--- src/rtl/cmp_branch_resolver.sv ---
// cmp_branch_resolver: slice-serial operand compare and branch resolution; CMP_SIGNED_EN adds a two's-complement mode via is_signed
module cmp_branch_resolver #(
  parameter int WIDTH = 16,
  parameter int SLICE = 4,
  parameter int PC_W  = 16
) (
  input  logic             clk,
  input  logic             rst,
  input  logic             req_valid,
  output logic             req_ready,
  input  logic [WIDTH-1:0] inp1,
  input  logic [WIDTH-1:0] inp2,
  input  logic [2:0]       cond,
  input  logic [PC_W-1:0]  target,
`ifdef CMP_SIGNED_EN
  input  logic             is_signed,
`endif
  output logic             resp_valid,
  input  logic             resp_ready,
  output logic             taken,
  output logic [PC_W-1:0]  br_target,
  output logic             a_less,
  output logic             a_greater,
  output logic             equal
);
  localparam int N  = WIDTH / SLICE;
  localparam int IW = N > 1 ? $clog2(N) : 1;
  typedef enum logic [1:0] {IDLE, SCAN, DONE} state_t;
  state_t            state_q, state_d;
  logic [WIDTH-1:0]  a_q, b_q;
  logic [2:0]        cond_q;
  logic [PC_W-1:0]   tgt_q;
  logic [IW-1:0]     idx_q;
  logic              lt_q, gt_q, eq_q, taken_q;
  logic [SLICE-1:0]  sl_a [N];
  logic [SLICE-1:0]  sl_b [N];
  logic [SLICE-1:0]  cur_a, cur_b;
  logic              flip, lt, gt, eq, fin, taken_d;
  logic [7:0]        tv;
  for (genvar g = 0; g < N; g++) begin : g_sl
    assign sl_a[g] = a_q[g*SLICE +: SLICE];
    assign sl_b[g] = b_q[g*SLICE +: SLICE];
  end
`ifdef CMP_SIGNED_EN
  logic sgn_q;
  always_ff @(posedge clk)
    sgn_q <= rst ? 1'b0 : (req_valid && req_ready) ? is_signed : sgn_q;
  assign flip = sgn_q && idx_q == IW'(N-1);
`else
  assign flip = 1'b0;
`endif
  // slice compare, the top slice optionally sign-flipped, and condition evaluation on the fresh flags
  always_comb begin
    cur_a   = sl_a[idx_q] ^ (SLICE'(flip) << (SLICE-1));
    cur_b   = sl_b[idx_q] ^ (SLICE'(flip) << (SLICE-1));
    lt      = cur_a < cur_b;
    gt      = cur_a > cur_b;
    eq      = !lt && !gt;
    fin     = state_q == SCAN && (lt || gt || idx_q == '0);
    tv      = {1'b0, 1'b1, gt | eq, lt | eq, gt, lt, !eq, eq};
    taken_d = tv[cond_q];
  end
  // state register
  always_ff @(posedge clk)
    state_q <= rst ? IDLE : state_d;
  // next state: accept, early or final exit, and handshake release
  always_comb
    state_d = (state_q == IDLE && req_valid) ? SCAN :
              fin                           ? DONE :
              (state_q == DONE && resp_ready) ? IDLE : state_q;
  // outputs: handshake from state, results from registers
  always_comb begin
    req_ready  = state_q == IDLE;
    resp_valid = state_q == DONE;
    taken      = taken_q;
    br_target  = tgt_q;
    a_less     = lt_q;
    a_greater  = gt_q;
    equal      = eq_q;
  end
  // request latch, slice index walk and flag/taken update at completion
  always_ff @(posedge clk) begin
    if (rst) begin
      a_q     <= '0;
      b_q     <= '0;
      cond_q  <= '0;
      tgt_q   <= '0;
      idx_q   <= '0;
      lt_q    <= 1'b0;
      gt_q    <= 1'b0;
      eq_q    <= 1'b0;
      taken_q <= 1'b0;
    end else if (req_valid && req_ready) begin
      a_q    <= inp1;
      b_q    <= inp2;
      cond_q <= cond;
      tgt_q  <= target;
      idx_q  <= IW'(N-1);
    end else if (fin) begin
      lt_q    <= lt;
      gt_q    <= gt;
      eq_q    <= eq;
      taken_q <= taken_d;
    end else if (state_q == SCAN) begin
      idx_q <= idx_q - 1'b1;
    end
  end
endmodule
--- config.mk ---
export PLATFORM = sky130hd
export DESIGN_NAME = cmp_branch_resolver
export DESIGN_NICKNAME = d
export VERILOG_FILES = /design/src/rtl/cmp_branch_resolver.sv
export SDC_FILE = /design/constraint.sdc
export NUM_CORES = 1
export LEC_CHECK = 0
export BUFFER_PORTS_ARGS = -buffer_cell sky130_fd_sc_hd__buf_2
export CORE_MARGIN = 2
export CORE_UTILIZATION = 50
export DETAILED_ROUTE_END_ITERATION = 16
export PLACE_DENSITY = 0.82
export SKIP_CTS_REPAIR_TIMING = 1
export SYNTH_ARGS = -nofsm -noshare
export SYNTH_HDL_FRONTEND = slang
export SYNTH_SLANG_ARGS = --single-unit
--- constraint.sdc ---
create_clock -name clk -period 4.5 [get_ports clk]
set_clock_uncertainty 0.15 [all_clocks]
set_input_delay 0 -clock clk [delete_from_list [all_inputs] [get_ports clk]]
set_output_delay 0 -clock clk [all_outputs]
set_load 0.005 [all_outputs]
Yosys cells after proc, flatten, opt, wreduce, memory -nomap -nowiden
Cells that the tools add are included.
- eq/ne operators: 3
- reduce and logical (&&, ||, !) cells: 17
- add/subtract/negate cells: 1
- multiplexer cells: 14
- magnitude comparators: 4
- bitwise logic cells: 4
- operators by type and width (operator ; count):
    binary-select mux 4 bit (select 2 bit) ; 2
    two-way mux 4 bit ; 4
    two-way mux 2 bit ; 5
    > comparator 4 bit ; 1
    logical AND 1 bit ; 4
    zero test 2 bit ; 2
    < comparator 3 x 4 -> 1 bit (second input constant) ; 1
    < comparator 4 bit ; 1
    AND reduction 2 bit ; 2
    nonzero test 2 bit ; 2
    binary-select mux 1 bit (select 3 bit) ; 1
    greater-or-equal comparator 3 bit (second input constant) ; 1
    zero test 1 bit ; 3
    NOT 2 -> 3 bit ; 1
    nonzero test 3 bit ; 1
    equality test 2 x 1 -> 1 bit (second input constant) ; 1
    equality test 2 bit (second input constant) ; 1
    logical OR 1 bit ; 2
    two-way mux 1 bit ; 2
    inequality test 2 x 1 -> 1 bit (second input constant) ; 1
    bitwise OR 1 bit ; 2
    OR reduction 2 bit ; 1
    subtractor 2 x 1 -> 2 bit (second input constant) ; 1
    NOT 1 bit ; 1
- flip-flop bits (word level): 59
- logic and storage cells: 54
- output and inout port bits: 22
- bits of input ports: 55

Depth between registers and ports, before layout
Gate-level depths: netlist (run 1).
- depth in word-level cells: 10
- mapped depth: 9
- depth with buffers taken out: 8

Worst setup path before layout (run 1)
Ideal clock, no wire load.
- path type: reg2reg
- from: reg idx_q[0]
- to: reg taken_q (netlist: taken)
- buffers on the path: 1
- required time: 4.259 ns
- clock period less this slack: 2.592 ns
- cell stages (with the launch flop): 9
- setup slack: 1.908 ns
- setup time: 0.091 ns
- arrival: 2.352 ns
- cell sequence: dfxtp_1 -> buf_2 -> mux4_2 -> ha_1 -> and2b_1 -> o211ai_4 -> a211oi_2 -> o21ba_1 -> a311oi_1
- cells in the longest elaborated chain, start to end: 10
- elaborated cells between the ends (all ways): 22
- classes of those cells: order compare (2); mux (8); bitwise (3); reduce/logical (9)
- RTL lines (item ; line ; RTL):
    start: declaration ; 33 ; logic [IW-1:0] idx_q;
    start signal: assignment ; 98 ; idx_q <= IW'(N-1);
    start signal: assignment ; 105 ; idx_q <= idx_q - 1'b1;
    NOT 2 -> 3 bit (implied by the code) ; 54, 55 ;
    binary-select mux 4 bit (select 2 bit) (on tied branches) ; 54, 55 ;
    two-way mux 4 bit (on tied branches) (2 in a row) ; 54, 55 ;
    < comparator 4 bit or > comparator 4 bit (tied branches) ; 56, 57 ;
    zero test 1 bit ; 58 ; eq = !lt && !gt;
    logical AND 1 bit ; 58 ;
    bitwise OR 1 bit or zero test 1 bit (tied branches) ; 60 ; tv = {1'b0, 1'b1, gt | eq, lt | eq, gt, lt, !eq, eq};
    binary-select mux 1 bit (select 3 bit) ; 61 ; taken_d = tv[cond_q];
    two-way mux 1 bit (implied by the code) ; 61 ;
    end signal: assignment ; 103 ; taken_q <= taken_d;
    end: declaration ; 34 ; logic lt_q, gt_q, eq_q, taken_q;
Several ways; a longest one is shown, not always the timed one. The select of a mux whose other input is x is not followed.
A chain may end at the register's enable or synchronous reset.

Final worst setup path (run 1)
Same ends and word-level chain as after synthesis.

==> summary.md, run 1 <==
| Metric | Value |
|---|---|
| Avg WL per Cell | 13.9 µm |
| Synth Area per Inst | around 8.4 µm² |
| Synth Instances | between 200 and 300 |
| Global-route wire length before repair | about 9000 µm |
| Worst rel slew slack | between 20% and 30% |
| Post-Synth XOR/XNOR Area | less than 1% |
| Share of cells above drive strength 1 | ~25% |
| Outcome | finished clean |
| Syn nets | 358 |
| Maximum VDD drop | around 0.22 mV |
| LEAKAGE | roughly 1.5 nW |
| Max-cap check violation count | 0 |
| Setup_tns | 0 ps |
| Net Sw Power | 0.392 mW |
| RSZ-0062 raised after global routing | false |
| Slew Viols, Final | 0 |
| Register share of total power | between 40 and 50% |
| Starting Density | 52.4% |
| Synthesized flop and latch total | a little under 60 |
| CTS tree | yes |
| Initial antenna violation count | 0 |
| Fmax | roughly 0.33 GHz |
| Post-synthesis sequential area ratio | a little under half |
| Final setup margin | 1510 ps |
| CP Launch Type | flip-flop |
| Crit. Startpoint | idx_q[0] |
| Reg2Reg Capture Point | taken |
| Total global-route track usage | 21.4% |
| Non-Filler Instances | 492 |
| Post-synthesis cell area | between 2000 and 2500 µm² |
| Worst reg2reg path startpoint | idx_q[0] |
| Vias | 2521 |
| Clock root buffer | clkbuf_8 |
| Largest net degree at the start of global routing | 60 |
| Clock sink total | just under 60 |
| P_int | a little under 1 mW |
| Core area | between 4000 and 5000 µm² |
| Worst min-delay path class | in2reg |
| Full die area | 5560 µm² |
| Fin crit period | about 3000 ps |
| Yosys top cell area share | about 47% |
| Fin nets | 480 |
| Post-Synth Simple-Gate Area | about a fifth |
| Hold Vio Cnt, Final | 0 |
| Crit path arrival time | a little over 3000 ps |
| Yosys top cell by area | dfxtp_1 |
| Drt first pass iters | 4 |
| Clock transition at path regs | approximately 70 ps |
| 1st-iter DRT viols | 214 |
| Synth-to-layout area growth | 45.4% |
| # DRC | 0 |
| H-tree Lvls | 3 |
| CP endpoint kind | flip-flop |
| Compound-Gate Fraction of Synth Area | a little under a fifth |
| GR Overflow Total | 0 |
| Critical path class | reg2reg |
| CP endpoint | taken |
| Crit Path Max Fanout | 10 |
| Combinational Power Share | between 20% and 30% |
| Num rows | 25 |
| Max Buffers Root-to-Sink | 2 |
| Tcrit/Tclk final | 66.4% |
| Die H | around 75 µm |
| Power consumption | between 1 and 1.5 mW |
| R2r setup slk | approximately 1500 ps |
| Via/cell ratio | between 5 and 6 |
| Switching Share | between 20% and 30% |
| Vias in the first global route | 1984 |
| Ant. Diodes | 0 |
| HPWL after DPL | around 3700 µm |
| Setup WS pre-CTS | about 1500 ps |
| Cell area power density | 376 nW/µm² |
| Num CTS Buffers | 9 |
| Mux contribution to synthesized area | between 7 and 8% |
| Req. time, crit path | between 4000 and 5000 ps |
| WL final | between 6000 and 7000 µm |
| Die Wd | 74.6 µm |
| Clock network fraction of total power | approximately a third |
| Port Buffers | 76 |
| Placed instance count | approximately 420 |
| IO Count | 77 |
| Final setup violating endpoints | 0 |
| YS warnings | 0 |
| Worst-Margin Slew | roughly 1100 ps |
| Unique masters post-synth | 31 |
| R2R cell count | 7 |
| RD Place Congestion | 0.763 |
| Clock latency on the worst-skew pair | 340 ps |
| Synth area leaders | dfxtp_1 (47%), nand2_1 (16%), a21oi_1 (12%) |
| Largest family of logic cells by synthesized area | simple AND/OR/NAND/NOR gates |
| ANT nets after route | 0 |
| Adder-cell area share of the yosys netlist | under 10% |
kinds of logic after synthesis:
family,Yosys count
muxes,8
and+or+nand+nor,124
adders and majority gates,5
buffers and inverters,27
DFF,59
AOI/OAI and AO/OA,74
xor gates and xnor gates,1
flip-flops by register name, summed over array words and instances, names as in the netlist:
| register | count |
|---|---|
| a_greater | 1 |
| a_less | 1 |
| a_q | 16 |
| b_q | 16 |
| br_target | 16 |
| cond_q | 3 |
| equal | 1 |
| idx_q | 2 |
| state_q | 2 |
| taken | 1 |
final cells by class:
class / instances / area, µm²
repair buffers: 131 / 926
fillers: 334 / 1130
clock buffers: 15 / 186
well taps: 67 / 83.8
inverters: 7 / 26.3
flip-flops and latches: 59 / 1180
clock inverters: 1 / 5.00
multi-input cells: 212 / 1210
synth_stat cells, drive strengths merged:
master   instances
a2111oi          1
nand4            1
xnor2            1
a311oi           1
nand2b           3
clkbuf          19
o211ai           1
nor2             7
and2b            1
o21ba            1
mux4             8
a211oi           3
nand3            2
o21a             1
inv              7
o2111ai          1
nand3b           1
a31oi            1
ha               5
o21ai            3
nor3b            1
a211o            1
buf              1
nor3             1
nand2          106
a22o             1
nor2b            1
dfxtp           59
a21oi           59
metrics by stage:
step	hold WS [ps]	cell area, µm²	utilization, %
finish	37.9	3620	76.2
global route	69.9	3620	76.2
CTS	-252	3090	65.0
detailed placement	96.0	2900	61.0
global placement	91.4	2900	61.0
floorplan	-14.0	2490	-
power groups by stage:
stage	combinational [mW]	clock [mW]	sequential (mW)
after floorplan	0.195	0	0.591
after global placement	0.248	0	0.604
after detailed placement	0.258	0	0.605
after CTS	0.260	0.459	0.595
after global routing	0.336	0.485	0.601
final	0.304	0.462	0.595
critical path, stage by stage (launching register included):
cell	delay (ps)
dfxtp_1	690
mux4_2	590
ha_1	340
and2b_1	220
o211ai_4	290
a211oi_2	150
o21ba_1	220
a311oi_1	240
worst min-delay path by stage:
stage | from | to | slack, ps | cells past startpoint
floorplan | inp1[10] | a_q[10] | -10 | 2
global placement | target[2] | br_target[2] | 90 | 3
detailed placement | inp2[5] | b_q[5] | 100 | 3
CTS | target[1] | br_target[1] | -250 | 3
global route | req_valid | cond_q[2] | 70 | 4
finish | req_valid | cond_q[0] | 40 | 4
per-layer routing:
metal / wire length [µm] / vias up / GRT usage (%)
li1: - / 1248 / -
met3: 282 / 19 / 4.34
met5: 0 / - / 0
met4: 217 / 0 / 9.92
met1: 2730 / 1173 / 28.4
met2: 3630 / 81 / 33.7
cell usage in the layout, fill, tap and decap left out, drive strengths merged, types with 2 or more instances in the layout:
| cell type | count |
|---|---|
| dlygate4sd3 | 53 |
| clkbuf | 15 |
| mux4 | 8 |
| a211oi | 3 |
| ha | 5 |
| dfxtp | 59 |
| nand2 | 106 |
| nand3 | 2 |
| inv | 7 |
| nand2b | 3 |
| o21ai | 3 |
| a21oi | 59 |
| nor2 | 7 |
| buf | 78 |
(Power assumes the default switching activity.)
==> run 2: changes to the inputs <==
- clock period: 4.5 -> 3.03 ns (I/O delays scaled with it)
==> summary.md, run 2 (same netlist as run 1, synthesis figures left out) <==
| Metric | Value |
|---|---|
| Maximum VDD drop | 0.319 mV |
| Leading cell type in the layout, fill and taps excluded | nand2_1 |
| Hold Vio Cnt, Final | 4 |
| Largest net degree at the start of global routing | 60 |
| Multi-input gate area | ~1200 µm² |
| Starting Density | 52.4% |
| Crit Path Max Fanout | 10 |
| Num rows | 25 |
| 1st-iter DRT viols | 241 |
| Die H | roughly 75 µm |
| LEAKAGE | roughly 1.6 nW |
| ANT nets after route | 0 |
| Clock latency on the worst-skew pair | ~340 ps |
| Fin nets | between 400 and 500 |
| Worst min-delay path class | in2reg |
| Power consumption | around 2.0 mW |
| Outcome | complete, but fails checks |
| Port Buffers | 76 |
| Clock transition at path regs | roughly 70 ps |
| Die Wd | 74.6 µm |
| HPWL after DPL | 3940 µm |
| RSZ-0062 raised after global routing | false |
| Worst-Margin Slew | ~1100 ps |
| Critical path class | reg2reg |
| Non-Filler Instances | 495 |
| Clock network fraction of total power | around a third |
| Fmax | 0.358 GHz |
| Fin crit period | about 2800 ps |
| Design area | 3660 µm² |
| IO Count | 77 |
| Full die area | roughly 5600 µm² |
| Register area | between 1000 and 1500 µm² |
| # DRC | 0 |
| Max-cap check violation count | 0 |
| Combinational Power Share | 23.9% |
| GR Overflow Total | 0 |
| Cell area power density | about 550 nW/µm² |
| Failing checks | hold timing |
| Drt first pass iters | 5 |
| Register share of total power | a little over two fifths |
| Share of cells above drive strength 1 | 25.5% |
| Crit path arrival time | 2880 ps |
| Placed cell area | between 2000 and 3000 µm² |
| Placed instance count | roughly 430 |
| P_int | 1.42 mW |
| CP endpoint kind | flip-flop |
| Vias | between 2000 and 3000 |
| Avg WL per Cell | between 10 and 15 µm |
| Via/cell ratio | around 5.3 |
| Ant. Diodes | 0 |
| Slew Viols, Final | 0 |
| Initial antenna violation count | 0 |
| Hold_ws | -7.58 ps |
| Most frequent cells in the layout | nand2_1 (106), buf_2 (76), dfxtp_1 (59) |
| Max Buffers Root-to-Sink | 2 |
| Clock root buffer | clkbuf_8 |
| RD Place Congestion | 0.786 |
| CTS tree | yes |
| Vias in the first global route | 2027 |
| Clock sink total | between 50 and 60 |
| Global-route wire length before repair | between 9000 and 10000 µm |
| Synth-to-layout area growth | 46.8% |
| Core area | between 4000 and 5000 µm² |
| Final setup violating endpoints | 0 |
| Worst rel slew slack | between 20 and 30% |
| Fillcell total | between 300 and 400 |
| Switching Share | 29.6% |
| WL final | around 7300 µm |
| CP Launch Type | flip-flop |
| Req. time, crit path | roughly 3100 ps |
| Tcrit/Tclk final | approximately 90% |
| Net Sw Power | approximately 0.6 mW |
| Total global-route track usage | between 20% and 30% |
| Setup_tns | 0 ps |
| H-tree Lvls | 3 |
| Num CTS Buffers | 9 |
==> run 2: critical path, stage by stage (launching register included) <==
cell	delay (ps)
dfxtp_1	310
buf_4	210
mux4_2	530
ha_1	400
a21oi_2	440
a211oi_2	190
o21ba_1	210
a311oi_1	250
==> run 2: layout make-up <==
| cell class | instances | area share (%) |
|---|---|---|
| multi-input combinational | 212 | 33.2 |
| sequential | 59 | 32.3 |
| timing repair buffer | 135 | 26.6 |
| clock buffer | 13 | 4.62 |
| inverter | 7 | 0.719 |
| clock inverter | 2 | 0.274 |
| tap | 67 | 2.29 |
==> run 2: stage by stage <==
step	worst slack [ps]	util, %
finish	235	76.9
detailed placement	300	61.6
CTS	241	65.3
global placement	404	61.6
global route	53.9	76.9
floorplan	438	-
==> run 2: layer usage <==
layer | vias to the layer above | track usage (%) | share of wire [%]
met5 | - | 0 | 0
met4 | 0 | 8.93 | 4.2
met3 | 31 | 5.42 | 5.4
met2 | 133 | 36.6 | 50
met1 | 1208 | 26.9 | 40
li1 | 1254 | - | -
==> run 2: final timing paths <==
path	start	end	slack (ps)	cells past startpoint
setup reg to reg	idx_q[0]	taken	230	7
hold reg to reg	br_target[7]	br_target[7]	300	2
setup / recovery	idx_q[0]	taken	230	7
hold / removal	req_valid	br_target[6]	-8	4
==> run 2: power by group through the flow <==
stage | Sequential [mW] | Clock [mW] | Combinational (mW)
2_1_floorplan | 0.877 | 0 | 0.290
3_3_place_gp | 0.890 | 0 | 0.384
3_5_place_dp | 0.893 | 0 | 0.399
4_1_cts | 0.876 | 0.655 | 0.411
5_1_grt | 0.885 | 0.687 | 0.528
6_report | 0.879 | 0.657 | 0.482
==> run 3: changes to the inputs <==
- clock period: 3.03 -> 3.12 ns (I/O delays scaled with it)
==> summary.md, run 3 (same netlist as run 1, synthesis figures left out) <==
| Metric | Value |
|---|---|
| Most frequent cells in the layout | nand2_1 (106), buf_2 (76), dfxtp_1 (59) |
| Power consumption | between 1.5 and 2 mW |
| CP Launch Type | flip-flop |
| Num rows | 25 |
| Full die area | between 5000 and 6000 µm² |
| Avg WL per Cell | around 15 µm |
| HPWL after DPL | around 4000 µm |
| Critical path's slowest cell | dfxtp_1 |
| Crit path arrival time | approximately 3000 ps |
| Outcome | complete, but fails checks |
| Fin crit period | about 3000 ps |
| Clock latency on the worst-skew pair | ~340 ps |
| Final setup margin | ~110 ps |
| RD Place Congestion | 0.765 |
| Largest net degree at the start of global routing | 60 |
| LEAKAGE | 1.55 nW |
| Hold Vio Cnt, Final | 3 |
| Post-layout util | between 70% and 80% |
| Crit Path Max Fanout | 10 |
| Clock transition at path regs | ~70 ps |
| Starting Density | 52.4% |
| Failing checks | hold timing |
| Crit. Startpoint | idx_q[0] |
| Setup_tns | 0 ps |
| Leading cell type in the layout, fill and taps excluded | nand2_1 |
| Critical path class | reg2reg |
| Total global-route track usage | a little over a fifth |
| Maximum VDD drop | around 0.41 mV |
| IO Count | between 70 and 80 |
| Port Buffers | 76 |
| Initial antenna violation count | 0 |
| P_int | approximately 1.4 mW |
| # DRC | 0 |
| ANT nets after route | 0 |
| Worst rel slew slack | 31.1% |
| Max-cap check violation count | 0 |
| Core area | about 4800 µm² |
| Clock root buffer | clkbuf_8 |
| Hold Path Stages | 4 |
| CTS tree | yes |
| Switching Share | 29.0% |
| Placed cell area | between 2000 and 3000 µm² |
| Cell area power density | between 500 and 600 nW/µm² |
| WHS Endpoint | br_target[7] |
| Num CTS Buffers | 9 |
| HP Start | req_valid |
| Via/cell ratio | approximately 5.3 |
| Fin nets | between 400 and 500 |
| Non-Filler Instances | between 400 and 500 |
| Max Buffers Root-to-Sink | 2 |
| Hold_ws | -6.73 ps |
| Largest stage delay, worst path | 650 ps |
| Fmax | between 0.3 and 0.4 GHz |
| Net Sw Power | 0.580 mW |
| Die H | ~75 µm |
| Req. time, crit path | ~3200 ps |
| 1st-iter DRT viols | around 280 |
| R2R cell count | 7 |
| Worst reg2reg path startpoint | idx_q[0] |
| CP bufs+invs | 0 |
| Global-route wire length before repair | 9060 µm |
| Share of cells above drive strength 1 | 25.6% |
| Setup WS pre-CTS | 232 ps |
| Design area | ~3700 µm² |
| GR Overflow Total | 0 |
| Synth-to-layout area growth | 47.4% |
| CP top delay family | compound AO/OA/AOI/OAI gates |
| R2r setup slk | around 110 ps |
| Placed instance count | 425 |
| Worst path cell trace | mux4_2 -> ha_1 -> and2b_1 -> o211ai_4 -> nand2_1 -> o2111ai_1 -> a311oi_1 |
| Worst-Margin Slew | 1030 ps |
| Worst min-delay path class | in2reg |
| Combinational Power Share | a little under a quarter |
| H-tree Lvls | 3 |
| Vias in the first global route | 2100 |
| Drt first pass iters | 6 |
| Register share of total power | a little over two fifths |
| Reg2Reg Capture Point | taken |
| Clock sink total | 59 |
| Clock network fraction of total power | approximately 34% |
| Vias | about 2600 |
| Fillcell total | 327 |
| CP endpoint kind | flip-flop |
| Final setup violating endpoints | 0 |
| Die Wd | ~75 µm |
| Ant. Diodes | 0 |
| Slew Viols, Final | 0 |
| Tcrit/Tclk final | 96.4% |
| WL final | about 7300 µm |
-- run 3: cell count changes in the layout (fill, tap and decap cells not counted) --
cell and delta:
clkinvlp_4 +1, clkinv_2 +1, bufinv_16 +1, clkbuf_8 -2
-- run 3: worst max-delay path by stage --
stage / endpoint / slack [ps] / depth (start not counted)
2_1_floorplan: taken / 530 / 8
4_1_cts: taken / 170 / 9
6_report: taken / 110 / 7
5_1_grt: taken / -30 / 7
3_3_place_gp: idx_q[0] / 330 / 6
3_5_place_dp: taken / 230 / 9
-- run 3: per-layer routing --
| metal | routed length (µm) | part of all wire, % | vias to the layer above | track usage [%] |
|---|---|---|---|---|
| li1 | - | - | 1252 | - |
| met4 | 329 | 4.5 | 0 | 12.9 |
| met5 | 0 | 0 | - | 0 |
| met1 | 2680 | 37 | 1172 | 26.4 |
| met2 | 3680 | 51 | 161 | 35.0 |
| met3 | 595 | 8.2 | 34 | 4.88 |
-- run 3: cell type report --
class	instances	area, µm²	share of cell area, %
multi-input combinational	212	1210	33.0
sequential	59	1180	32.2
timing repair buffer	135	973	26.5
clock buffer	11	141	3.85
tap	67	83.8	2.28
clock inverter	5	52.6	1.43
inverter	7	26.3	0.716
-- run 3: power by group through the flow --
stage          Clock, mW  Sequential [mW]  Combinational [mW]
6_report           0.680            0.860               0.457
5_1_grt            0.712            0.868               0.499
4_1_cts            0.682            0.857               0.389
3_5_place_dp           0            0.874               0.385
3_3_place_gp           0            0.871               0.367
2_1_floorplan          0            0.852               0.282
-- run 3: worst register-to-register path: stages (launching register included) --
cell and delay, ps:
dfxtp_1 650, mux4_2 590, ha_1 340, and2b_1 210, o211ai_4 300, nand2_1 180
o2111ai_1 300, a311oi_1 130
